<file path="src/rtl/adc_spi_capture_if.sv">
// ADC pin and sample-FIFO write-port bundle for adc_spi_capture.
// The master side is the capture engine; the slave side is the ADC/FIFO.
interface adc_spi_capture_if;
    logic        ad_conv;
    logic        spi_sck;
    logic        ad_dout;
    logic        fifo_full;
    logic [31:0] fifo_din;
    logic        fifo_wr_en;

    modport master (
        output ad_conv,
        output spi_sck,
        output fifo_din,
        output fifo_wr_en,
        input  ad_dout,
        input  fifo_full
    );

    modport slave (
        input  ad_conv,
        input  spi_sck,
        input  fifo_din,
        input  fifo_wr_en,
        output ad_dout,
        output fifo_full
    );
endinterface

</file>
<file path="src/rtl/adc_spi_capture.sv">
// Periodic dual-channel 14-bit serial ADC capture; packs {chB, chA} into one 32-bit
// FIFO word per frame and flags frames dropped on a full FIFO.
module adc_spi_capture #(
    parameter int unsigned SCK_HALF      = 2,
    parameter int unsigned SAMPLE_PERIOD = 1000
) (
    input  logic              clk,
    input  logic              rst,
    input  logic              i_en,
    output logic              o_overflow,
    output logic              o_busy,
    adc_spi_capture_if.master bus
);

    localparam int unsigned ConvLen = 2 * SCK_HALF;
    localparam logic [5:0]  LastBit = 6'd33;

    typedef enum logic [2:0] {StIdle, StConv, StShift, StWrite, StWait} state_e;

    state_e      r_state, w_state;
    logic [31:0] r_cnt, w_cnt;
    logic [31:0] r_per, w_per;
    logic [5:0]  r_bit, w_bit;
    logic        r_sck, w_sck;
    logic        r_ovf, w_ovf;
    logic [27:0] r_sh, w_sh;
    logic [31:0] r_din, w_din;
    logic        w_wr;
    logic        w_keep;
    logic [31:0] w_frame;

    // Only data bits enter the shifter; tristate slots 0,1 / 16,17 / 32,33 are skipped.
    assign w_keep  = ((r_bit >= 6'd2) && (r_bit <= 6'd15)) ||
                     ((r_bit >= 6'd18) && (r_bit <= 6'd31));
    assign w_frame = {2'b00, r_sh[13:0], 2'b00, r_sh[27:14]};

    always_ff @(posedge clk or posedge rst) begin
        if (rst) begin
            r_state <= StIdle;
            r_cnt   <= '0;
            r_per   <= '0;
            r_bit   <= '0;
            r_sck   <= 1'b0;
            r_ovf   <= 1'b0;
            r_sh    <= '0;
            r_din   <= '0;
        end else begin
            r_state <= w_state;
            r_cnt   <= w_cnt;
            r_per   <= w_per;
            r_bit   <= w_bit;
            r_sck   <= w_sck;
            r_ovf   <= w_ovf;
            r_sh    <= w_sh;
            r_din   <= w_din;
        end
    end

    always_comb begin
        w_state = r_state;
        w_cnt   = r_cnt;
        w_per   = r_per + 32'd1;
        w_bit   = r_bit;
        w_sck   = r_sck;
        w_ovf   = r_ovf;
        w_sh    = r_sh;
        w_din   = r_din;
        w_wr    = 1'b0;
        unique case (r_state)
            StIdle: begin
                w_per = '0;
                w_cnt = '0;
                if (i_en) begin
                    w_state = StConv;
                end
            end
            StConv: begin
                if (r_cnt == ConvLen - 1) begin
                    w_cnt   = '0;
                    w_bit   = '0;
                    w_sck   = 1'b0;
                    w_state = StShift;
                end else begin
                    w_cnt = r_cnt + 32'd1;
                end
            end
            StShift: begin
                if (r_cnt == SCK_HALF - 1) begin
                    w_cnt = '0;
                    if (!r_sck) begin
                        // ad_dout is taken on the edge that raises SCK.
                        w_sck = 1'b1;
                        if (w_keep) begin
                            w_sh = {r_sh[26:0], bus.ad_dout};
                        end
                    end else begin
                        w_sck = 1'b0;
                        if (r_bit == LastBit) begin
                            w_state = StWrite;
                        end else begin
                            w_bit = r_bit + 6'd1;
                        end
                    end
                end else begin
                    w_cnt = r_cnt + 32'd1;
                end
            end
            StWrite: begin
                if (bus.fifo_full) begin
                    w_ovf = 1'b1;
                end else begin
                    w_wr  = 1'b1;
                    w_din = w_frame;
                end
                w_state = StWait;
            end
            StWait: begin
                if (r_per >= SAMPLE_PERIOD - 1) begin
                    w_per   = '0;
                    w_cnt   = '0;
                    w_state = i_en ? StConv : StIdle;
                end
            end
            default: begin
                w_state = StIdle;
            end
        endcase
    end

    // The word is presented during WRITE itself so the FIFO latches it with the strobe.
    assign bus.ad_conv    = (r_state == StConv);
    assign bus.spi_sck    = r_sck;
    assign bus.fifo_wr_en = w_wr;
    assign bus.fifo_din   = w_wr ? w_frame : r_din;
    assign o_overflow     = r_ovf;
    assign o_busy         = (r_state != StIdle);

endmodule

</file>
<file path="src/flat_wrapper.sv">
// flat-port wrapper written by rule: the top's interface ports become plain ports
module adc_spi_capture_flat 
#(
    parameter int unsigned SCK_HALF      = 2,
    parameter int unsigned SAMPLE_PERIOD = 1000
)
  (clk, rst, i_en, o_overflow, o_busy, bus_ad_conv, bus_spi_sck, bus_fifo_din, bus_fifo_wr_en, bus_ad_dout, bus_fifo_full);
  adc_spi_capture_if bus_i ();
  input  logic clk;
  input  logic rst;
  input  logic i_en;
  output logic o_overflow;
  output logic o_busy;
  output wire logic [$bits(bus_i.ad_conv)-1:0] bus_ad_conv;
  output wire logic [$bits(bus_i.spi_sck)-1:0] bus_spi_sck;
  output wire logic [$bits(bus_i.fifo_din)-1:0] bus_fifo_din;
  output wire logic [$bits(bus_i.fifo_wr_en)-1:0] bus_fifo_wr_en;
  input wire logic [$bits(bus_i.ad_dout)-1:0] bus_ad_dout;
  input wire logic [$bits(bus_i.fifo_full)-1:0] bus_fifo_full;
  assign bus_ad_conv = bus_i.ad_conv;
  assign bus_spi_sck = bus_i.spi_sck;
  assign bus_fifo_din = bus_i.fifo_din;
  assign bus_fifo_wr_en = bus_i.fifo_wr_en;
  assign bus_i.ad_dout = bus_ad_dout;
  assign bus_i.fifo_full = bus_fifo_full;
  adc_spi_capture #(.SCK_HALF(SCK_HALF), .SAMPLE_PERIOD(SAMPLE_PERIOD)) u_core (.clk(clk), .rst(rst), .i_en(i_en), .o_overflow(o_overflow), .o_busy(o_busy), .bus(bus_i));
endmodule
</file>
<file path="config.mk">
export PLATFORM = sky130hd
export DESIGN_NAME = adc_spi_capture_flat
export DESIGN_NICKNAME = d
export VERILOG_FILES = /design/src/rtl/adc_spi_capture_if.sv /design/src/rtl/adc_spi_capture.sv /design/src/flat_wrapper.sv
export SDC_FILE = /design/constraint.sdc
export NUM_CORES = 1
export LEC_CHECK = 0
export BUFFER_PORTS_ARGS = -buffer_cell sky130_fd_sc_hd__buf_2
export CAP_MARGIN = 5
export CELL_PAD_IN_SITES_DETAIL_PLACEMENT = 1
export CELL_PAD_IN_SITES_GLOBAL_PLACEMENT = 2
export CORE_MARGIN = 1
export CORE_UTILIZATION = 37
export DETAILED_ROUTE_END_ITERATION = 10
export PLACE_DENSITY_LB_ADDON = 0.1
export SKIP_CTS_REPAIR_TIMING = 1
export SLEW_MARGIN = 10
export SYNTH_ARGS = -nofsm -noshare
export SYNTH_HDL_FRONTEND = slang
export SYNTH_SLANG_ARGS = --single-unit
</file>
<file path="constraint.sdc">
create_clock -name clk -period 12.6 [get_ports clk]
set_clock_uncertainty 0.2 [all_clocks]
set_input_delay 1.89 -clock clk [delete_from_list [all_inputs] [get_ports clk]]
set_output_delay 1.89 -clock clk [all_outputs]
set_load 0.01 [all_outputs]
</file>
==> key figures, run 1 <==
Route
  • Drt via density: 5.524
  • Final wirelength: 15960 um
  • Avg WL per Cell: 17.61 um
  • DRT antenna net count: 0
  • Drt pass-1 iters: 4
  • DR DRC count: 0
  • Total number of vias: 5005
  • Initial detailed-routing violation count: 200

Synthesis
  • Yosys warning total: 0
  • Synth Area in Simple Gates: 21.65%
  • Post-synth EDFFs: 0
  • Top_reg_cell synth: dfrtp_1
  • Synth Area in Compound Gates: 9.549%
  • Leading area contributor after synthesis: dfrtp_1
  • Mux cell area share after synthesis: 10.77%
  • Yosys reg bits: 131
  • Cell Area, Synth: 0.006656 mm2
  • Syn_area_per_cell: 10.37 um2
  • Ys async rst share: 100.0%
  • Sequential fraction of the synthesis area: 49.25%
  • Syn Inst Count: 642
  • Xor-xnor portion of the synthesized cell area: 3.816%
  • Synth unique cells: 59
  • Top post-synthesis cells by area: dfrtp_1, mux2_2, mux2_4, nand2_1, nor2_1
  • Largest family of logic cells by synthesized area: simple AND/OR/NAND/NOR gates
  • Adder-Cell Fraction of Synth Area: 1.128%
  • Yosys top cell area share: 49.25%

Global route
  • GRT overflow: 0
  • Vias in the first global route: 5217
  • Pin count of the biggest net entering global routing: 81
  • GRT Total Usage: 18.83%
  • Initial antenna violation count: 0
  • First-pass GRT wire length: 27210 um

Floorplanning
  • IO Pins: 42
  • Die height: 136.1 um
  • Row count: 48
  • Core area: 0.01742 mm2
  • Die ar.: 0.01853 mm2
  • Die width: 136.1 um
  • Initial Utilization: 38.22%

Power
  • P_leak: 3.689 nW
  • Combinational fraction of design power: 1.3%
  • Psw: 0.2151 mW
  • VDD IR max: 0.00009577 V
  • Switching Fraction: 22.45%
  • P per Cell Area: 125.5 mW/mm2
  • Int Power: 0.7433 mW
  • Clk pwr share: 54.5%
  • Sequential power share: 44.2%

Clocking
  • Root buffer cell: clkbuf_16
  • Clk pin slew, worst setup/hold paths: 0.06 ns
  • CTS tree: built
  • Clock latency on the worst-skew pair: 0.42 ns
  • CTS sink cnt: 131
  • # H-tree levels: 4
  • CTS buffer count: 17
  • Max Buffers Root-to-Sink: 2

Cells and area
  • Commonest non-fill, non-tap cells in the layout: dfrtp_1, nand2_1, nor2_1
  • Inserted Diodes: 0
  • Synth-to-layout area growth: 14.72%
  • Post-layout nets: 679
  • Finished Layout Cells: 906
  • Layout fillers: 1931
  • Layout cells sized above 1: 21.88%
  • Final Instance Area: 0.007636 mm2
  • Final cell utilization of the core: 43.84%
  • Commonest non-fill, non-tap cell in the layout: dfrtp_1

STA
  • Hold slack: 0.2605 ns
  • Final Cycle Share: 40.52%
  • Slew Viols, Final: 0
  • RSZ-0062 raised after global routing: false
  • Hold Violations, Final: 0
  • Worst-Margin Slew: 1.252 ns
  • Headroom to the max-slew limit: 15.87%
  • Setup TNS: 0 ns
  • Final min period: 5.106 ns
  • Max Clk Rate: 0.1958 GHz
  • Setup-failing EPs final: 0

Place
  • Port Buffer Count: 37
  • Area after DPL: 0.007015 mm2
  • Post-DP HPWL: 10290 um
  • Placed Instances: 874
  • RePlAce Congestion: 0.7195

Hold path
  • Worst Hold Class: flip-flop to flip-flop

Critical path
  • Crit Path Category: input port to output pin
  • Arr. time, crit path: 3.02 ns
  • Required time of the critical path: 10.51 ns
  • Crit path max fanout: 29
  • Critical Path Source Type: input port
  • Crit. End Element: output pin

Run status
  • Run status: completed

Job
  • MaxCap Viol Count: 0
[logic make-up (layout without fill, tap and decap cells)]
group | count (synthesis) | after routing
other | 1 | 4
AO/OA/AOI/OAI | 90 | 90
adder cells (fa/ha/maj) | 6 | 6
XOR/XNOR | 29 | 29
buffers and inverters | 52 | 88
AND/OR/NAND/NOR | 276 | 276
multiplexers | 57 | 57
flip-flops | 131 | 131
[area by class of cell]
cell class | count | area, um2 | area share (%)
Sequential cell | 131 | 3278 | 42.93
Timing Repair Buffer | 44 | 237.7 | 3.113
Tap cell | 225 | 281.5 | 3.687
Clock inverter | 14 | 191.4 | 2.507
Inverter | 12 | 47.55 | 0.6226
Clock buffer | 18 | 429.2 | 5.620
Multi-Input combinational cell | 462 | 3171 | 41.52
[sequential cells by signal, summed over array words and instances (netlist names)]
name / count
u_core.bus.spi_sck: 1
u_core.r_sh: 28
u_core.r_cnt: 32
u_core.r_bit: 6
u_core.r_din: 28
u_core.r_state: 3
u_core.r_per: 32
u_core.o_overflow: 1
[cell usage after synthesis (3+ instances only)]
cell type and count:
nand3_1 32, xor2_1 21, o211ai_1 11, nand4_1 21, clkbuf_1 27, nor2b_1 7, ha_1 6, mux2_2 37
a21oi_1 4, buf_6 5, or3_1 3, buf_1 3, o31ai_1 7, o31a_1 6, nor3_1 15, o41ai_1 3
o22ai_1 19, inv_1 12, o21ai_0 17, buf_4 5, xnor2_1 8, nand2_1 68, nor2_1 55, and4_1 11
nand2b_1 4, nor4_1 20, and2_1 9, dfrtp_1 131, and3_1 15, mux2_4 20
[per-stage QoR]
step | worst slack, ns | power [mW]
2_1_floorplan | 7.012 | 0.4406
3_3_place_gp | 7.538 | 0.4439
3_5_place_dp | 7.488 | 0.4443
4_1_cts | 7.470 | 0.9721
5_1_grt | 7.419 | 0.9921
6_report | 7.494 | 0.9584
[final timing paths]
kind                       slack [ns]                      endpoint  depth (start not counted)                    startpoint
max                              7.49               bus_fifo_din[1]                          5                 bus_fifo_full
min                              0.26     u_core.r_per[0]$_DFF_PP0_                          1     u_core.r_per[0]$_DFF_PP0_
max in group asynchronous        9.32  u_core.r_cnt[20]$_DFFE_PP0P_                          3                           rst
min in group asynchronous        1.34  u_core.r_din[16]$_DFFE_PP0P_                          2                           rst
min reg2reg                      0.26     u_core.r_per[0]$_DFF_PP0_                          1     u_core.r_per[0]$_DFF_PP0_
max reg2reg                      9.62   u_core.r_cnt[9]$_DFFE_PP0P_                          5  u_core.r_cnt[16]$_DFFE_PP0P_
[layer usage]
layer  up-vias  global-route usage (%)  routed length, um  part of all wire (%)
met1      2564                   24.44               7698                    48
met5         -                       0                  0                     0
li1       2380                       -                  -                     -
met2        48                   31.22               7735                    48
met3        13                   4.101                330                   2.1
met4         0                   5.679                194                   1.2
[power groups by stage]
stage,clock (mW),sequential [mW],combinational (mW)
global placement,0,0.431,0.0128
global route,0.554,0.423,0.0146
CTS,0.535,0.423,0.0133
finish,0.523,0.423,0.0124
detailed placement,0,0.431,0.0132
floorplan,0,0.431,0.00990
[critical path, cell delays in order]
cell and delay [ns]:
buf_2 0.11, nor2_2 0.09, buf_4 0.35, mux2_2 0.41, buf_2 0.15
Power figures use the tool's default switching activity.
==> inputs of run 2 (changes only) <==
==> constraint.sdc (replaced) <==
create_clock -name clk -period 4.8 [get_ports clk]
set_clock_uncertainty 0.2 [all_clocks]
set_input_delay 0.72 -clock clk [delete_from_list [all_inputs] [get_ports clk]]
set_output_delay 0.72 -clock clk [all_outputs]
set_load 0.01 [all_outputs]
==> run 2 against run 1 <==
Critical path depth grew 1; clock power grew 150%; global-route usage grew 0.20 points; worst hold slack lost 0.011 ns; combinational power grew to 2.7 times the previous value; final cell count shrank 0.22%; cell area shrank 0.41%; non-clock buffer count shrank 1; flip-flop and latch count is the same; largest power group unchanged; highest routed layer unchanged.
==> key figures, run 2 (synthesized netlist as in run 1, its figures left out) <==
Run status
  • Run status: completed

Global route
  • First-pass GRT wire length: 27520 um
  • GRT Total Usage: 19.03%
  • Vias in the first global route: 5390
  • GRT overflow: 0
  • Initial antenna violation count: 0
  • Pin count of the biggest net entering global routing: 73

Route
  • Final wirelength: 16110 um
  • Drt pass-1 iters: 4
  • Drt via density: 5.558
  • Initial detailed-routing violation count: 232
  • Total number of vias: 5024
  • Avg WL per Cell: 17.82 um
  • DRT antenna net count: 0
  • DR DRC count: 0

Place
  • Port Buffer Count: 37
  • Post-DP HPWL: 10450 um
  • RePlAce Congestion: 0.7613
  • DP Worst Slack: 1.820 ns
  • Placed Instances: 873
  • Area after DPL: 0.007020 mm2

Clocking
  • CTS buffer count: 17
  • CTS sink cnt: 131
  • Clock latency on the worst-skew pair: 0.42 ns
  • CTS tree: built
  • # H-tree levels: 4
  • Clk pin slew, worst setup/hold paths: 0.06 ns
  • Root buffer cell: clkbuf_16
  • Max Buffers Root-to-Sink: 2

Floorplanning
  • Die height: 136.1 um
  • IO Pins: 42
  • Die ar.: 0.01853 mm2
  • Die width: 136.1 um
  • Initial Utilization: 38.22%
  • Core area: 0.01742 mm2
  • Row count: 48

Power
  • Pwr Total: 2.449 mW
  • VDD IR max: 0.0003323 V
  • P_leak: 3.673 nW
  • P per Cell Area: 322.1 mW/mm2

STA
  • Hold Violations, Final: 0
  • RSZ-0062 raised after global routing: false
  • Setup-failing EPs final: 0
  • Setup TNS: 0 ns
  • Hold slack: 0.2499 ns
  • Worst setup margin: 1.644 ns
  • Worst-Margin Slew: 1.039 ns
  • Final min period: 3.156 ns
  • Max Clk Rate: 0.3169 GHz
  • Headroom to the max-slew limit: 30.18%
  • Slew Viols, Final: 0
  • Final Cycle Share: 65.74%

Cells and area
  • Synth-to-layout area growth: 14.25%
  • Inserted Diodes: 0
  • Commonest non-fill, non-tap cells in the layout: dfrtp_1, nand2_1, nor2_1
  • Final cell utilization of the core: 43.66%
  • Layout fillers: 1938
  • Largest regs: u_core.r_cnt (32), u_core.r_per (32)
  • Finished Layout Cells: 904
  • Layout cells sized above 1: 21.94%
  • Area occupied by multi-input gates: 0.003176 mm2
  • Commonest non-fill, non-tap cell in the layout: dfrtp_1
  • Final Instance Area: 0.007605 mm2
  • Register area: 0.003278 mm2
  • Post-layout nets: 678

Job
  • MaxCap Viol Count: 0

Critical path
  • Arr. time, crit path: 2.24 ns
  • Crit Path Category: flip-flop to output pin
  • Required time of the critical path: 3.88 ns
  • Critical Path Source Type: flip-flop
  • Crit path max fanout: 29
  • Critical path's slowest cell: dfrtp_1
  • Worst path max stage delay: 0.45 ns
  • Cell breakdown of the critical path: inv_1 -> nand3_1 -> nor2_2 -> buf_4 -> mux2_2 -> buf_2
  • Crit. End Element: output pin

Hold path
  • Worst Hold Class: input port to asynchronous set/reset pin
[run 2: critical path: cells and delay by family (launching register included)]
family	cells	cell delay, ns
and+or+nand+nor	2	0.24
buffers and inverters	3	0.70
DFF	1	0.45
muxes	1	0.41
[run 2: power by group]
| group | internal (mW) | leakage (nW) | total [mW] | switching (mW) |
|---|---|---|---|---|
| Clock | 0.769 | 0.282 | 1.30 | 0.535 |
| Sequential | 1.11 | 1.77 | 1.11 | 0.00317 |
| Combinational | 0.00855 | 1.62 | 0.0336 | 0.0250 |
[run 2: area by class of cell]
class,count,share of cell area (%)
Clock buffer,17,5.594
Clock inverter,14,2.024
Inverter,12,0.6252
Multi-Input combinational cell,462,41.76
Sequential cell,131,43.11
Tap cell,225,3.702
Timing Repair Buffer,43,3.192
[run 2: path summary, 6_finish.rpt]
| kind | startpoint | endpoint | slack (ns) | cells past startpoint |
|---|---|---|---|---|
| worst max-delay path | u_core.r_state[2]$_DFFE_PP0P_ | bus_fifo_din[12] | 1.64 | 6 |
| worst min-delay path | rst | u_core.r_per[12]$_DFF_PP0_ | 0.25 | 2 |
| worst max register to register | u_core.r_cnt[15]$_DFFE_PP0P_ | u_core.r_sh[27]$_DFFE_PP0P_ | 1.83 | 6 |
| worst min register to register | u_core.r_per[0]$_DFF_PP0_ | u_core.r_per[0]$_DFF_PP0_ | 0.29 | 1 |
| max in group asynchronous | rst | u_core.r_cnt[5]$_DFFE_PP0P_ | 3.29 | 3 |
| min in group clk | u_core.r_per[0]$_DFF_PP0_ | u_core.r_per[0]$_DFF_PP0_ | 0.29 | 1 |
[run 2: per-layer routing]
metal / global-route usage (%) / vias to the layer above / wire, um
met5: 0 / - / 0
met4: 6.420 / 0 / 227
met3: 3.840 / 22 / 436
met2: 31.95 / 60 / 7792
met1: 24.27 / 2566 / 7652
li1: - / 2376 / -
==> inputs of run 3 (changes only) <==
--- a/config.mk
+++ b/config.mk
@@ -10,7 +10,7 @@
 export CELL_PAD_IN_SITES_DETAIL_PLACEMENT = 1
 export CELL_PAD_IN_SITES_GLOBAL_PLACEMENT = 2
 export CORE_MARGIN = 1
-export CORE_UTILIZATION = 37
+export CORE_UTILIZATION = 36
 export DETAILED_ROUTE_END_ITERATION = 10
 export PLACE_DENSITY_LB_ADDON = 0.1
 export SKIP_CTS_REPAIR_TIMING = 1
==> constraint.sdc (replaced) <==
create_clock -name clk -period 2.61 [get_ports clk]
set_clock_uncertainty 0.2 [all_clocks]
set_input_delay 0.3915 -clock clk [delete_from_list [all_inputs] [get_ports clk]]
set_output_delay 0.3915 -clock clk [all_outputs]
set_load 0.01 [all_outputs]
==> run 3 against run 2 <==
The run now ends with hold timing left; highest routed layer unchanged; first-iteration DRC count decreased by 32%; clock-buffer cell count increased by 1; largest power group unchanged; largest cell class unchanged; sequential power increased by 84%; register-to-register slack got worse by 1.8 ns.
==> key figures, run 3 (synthesized netlist as in run 1, its figures left out) <==
Global route
  • Initial antenna violation count: 0
  • GRT Total Usage: 19.08%
  • GRT overflow: 0
  • Vias in the first global route: 5416
  • First-pass GRT wire length: 28100 um
  • Pin count of the biggest net entering global routing: 132

Critical path
  • Arr. time, crit path: 1.96 ns
  • Critical Path Source Type: flip-flop
  • Family with the most delay on the worst path: buffers and inverters
  • CP startpoint: u_core.r_state[2]$_DFFE_PP0P_
  • Crit Path Category: flip-flop to output pin
  • Critical path's slowest cell: dfrtp_2
  • Crit path depth: 7
  • Crit. End Element: output pin
  • Reg2reg start: u_core.r_cnt[5]$_DFFE_PP0P_
  • Required time of the critical path: 2.02 ns
  • Worst path max stage delay: 0.45 ns
  • FF-to-FF path depth: 7
  • Cell breakdown of the critical path: inv_4 -> nand3_4 -> nor2_4 -> buf_12 -> clkbuf_16 -> mux2_2 -> buf_2
  • Crit path max fanout: 7
  • Worst Setup EP: bus_fifo_din[13]
  • R2r setup slk: 0.08 ns
  • Reg2reg end: u_core.r_sh[15]$_DFFE_PP0P_
  • CP bufs+invs: 4

Cells and area
  • Register area: 0.003282 mm2
  • Final cell utilization of the core: 45.81%
  • Commonest non-fill, non-tap cells in the layout: dfrtp_1, nand2_1, buf_4
  • Largest regs: u_core.r_cnt (32), u_core.r_per (32)
  • Layout fillers: 1967
  • Inserted Diodes: 0
  • Area occupied by multi-input gates: 0.003224 mm2
  • Synth-to-layout area growth: 24.04%
  • Layout cells sized above 1: 28.88%
  • Post-layout nets: 739
  • Commonest non-fill, non-tap cell in the layout: dfrtp_1
  • Final Instance Area: 0.008257 mm2

Floorplanning
  • Die ar.: 0.01904 mm2
  • IO Pins: 42
  • Die width: 138.0 um
  • Core area: 0.01802 mm2
  • Row count: 49
  • Initial Utilization: 36.93%
  • Die height: 138.0 um

Power
  • Sequential power share: 45.1%
  • Pwr Total: 4.533 mW
  • Psw: 1.041 mW
  • Combinational fraction of design power: 1.4%
  • Switching Fraction: 22.95%
  • P per Cell Area: 549.1 mW/mm2
  • VDD IR max: 0.0004593 V
  • Int Power: 3.493 mW
  • P_leak: 4.028 nW
  • Clk pwr share: 53.5%

Place
  • Port Buffer Count: 37
  • Post-DP HPWL: 11320 um
  • Area after DPL: 0.007395 mm2
  • RePlAce Congestion: 0.7754
  • DP Worst Slack: 0.02812 ns

Route
  • Drt pass-1 iters: 4
  • Drt via density: 5.452
  • Final wirelength: 17570 um
  • Avg WL per Cell: 18.12 um
  • Initial detailed-routing violation count: 157
  • DR DRC count: 0
  • DRT antenna net count: 0
  • Total number of vias: 5288

Job
  • MaxCap Viol Count: 0

Clocking
  • Clock latency on the worst-skew pair: 0.42 ns
  • CTS tree: built
  • Clk pin slew, worst setup/hold paths: 0.06 ns
  • CTS sink cnt: 131
  • CTS buffer count: 17
  • Max Buffers Root-to-Sink: 2
  • Root buffer cell: clkbuf_16
  • # H-tree levels: 4

STA
  • Setup-failing EPs final: 0
  • Final Cycle Share: 97.68%
  • Hold Violations, Final: 5
  • Slew Viols, Final: 0
  • Headroom to the max-slew limit: 53.22%
  • Max Clk Rate: 0.3922 GHz
  • Worst setup margin: 0.06060 ns
  • Final min period: 2.549 ns
  • Worst-Margin Slew: 0.7017 ns
  • Hold slack: -0.005361 ns

Run status
  • Run status: finished with violations
  • Failing checks: hold timing

Hold path
  • Worst Hold Class: input port to asynchronous set/reset pin
## run 3: through the flow
| stage | std cells | setup TNS, ns |
|---|---|---|
| after floorplan | 645 | 0 |
| after global placement | 921 | 0 |
| after global routing | 970 | -0.4293 |
| final | 970 | 0 |
| after detailed placement | 921 | 0 |
| after CTS | 953 | -2.531 |
## run 3: final cells by class
cell class                      count  area share, %
Tap cell                          229          3.470
Timing Repair Buffer              104          9.835
Clock inverter                     14          2.076
Clock buffer                       18          5.198
Multi-Input combinational cell    462          39.05
Inverter                           12         0.6213
Sequential cell                   131          39.75
## run 3: tightest hold or removal path: stages
cell        delay (ns)
buf_2             0.11
clkinvlp_4        0.07
buf_12            0.53
## run 3: worst min-delay path by stage
| stage | slack [ns] | endpoint | start | cells after the start |
|---|---|---|---|---|
| finish | -0.005 | u_core.o_overflow$_DFFE_PP0P_ | rst | 3 |
| global route | 0.02 | u_core.r_per[14]$_DFF_PP0_ | rst | 3 |
| CTS | -0.02 | u_core.r_sh[0]$_DFFE_PP0P_ | bus_ad_dout | 2 |
| detailed placement | 0.27 | u_core.r_per[0]$_DFF_PP0_ | u_core.r_per[0]$_DFF_PP0_ | 1 |
| global placement | 0.25 | u_core.r_per[0]$_DFF_PP0_ | u_core.r_per[0]$_DFF_PP0_ | 1 |
| floorplan | 0.23 | u_core.r_per[0]$_DFF_PP0_ | u_core.r_per[0]$_DFF_PP0_ | 1 |
## run 3: per-layer routing
| layer | GRT usage (%) | part of all wire [%] | vias to the layer above |
|---|---|---|---|
| met3 | 4.020 | 2.4 | 15 |
| li1 | - | - | 2505 |
| met4 | 6.522 | 1.4 | 0 |
| met5 | 0 | 0 | - |
| met2 | 30.61 | 49 | 53 |
| met1 | 25.41 | 47 | 2715 |
## run 3: power by group through the flow
stage          Sequential (mW)  Combinational [mW]  Clock [mW]
2_1_floorplan             2.08              0.0482           0
3_3_place_gp              2.08              0.0641           0
3_5_place_dp              2.08              0.0652           0
4_1_cts                   2.04              0.0653        2.51
5_1_grt                   2.04              0.0739        2.59
6_report                  2.04              0.0630        2.43
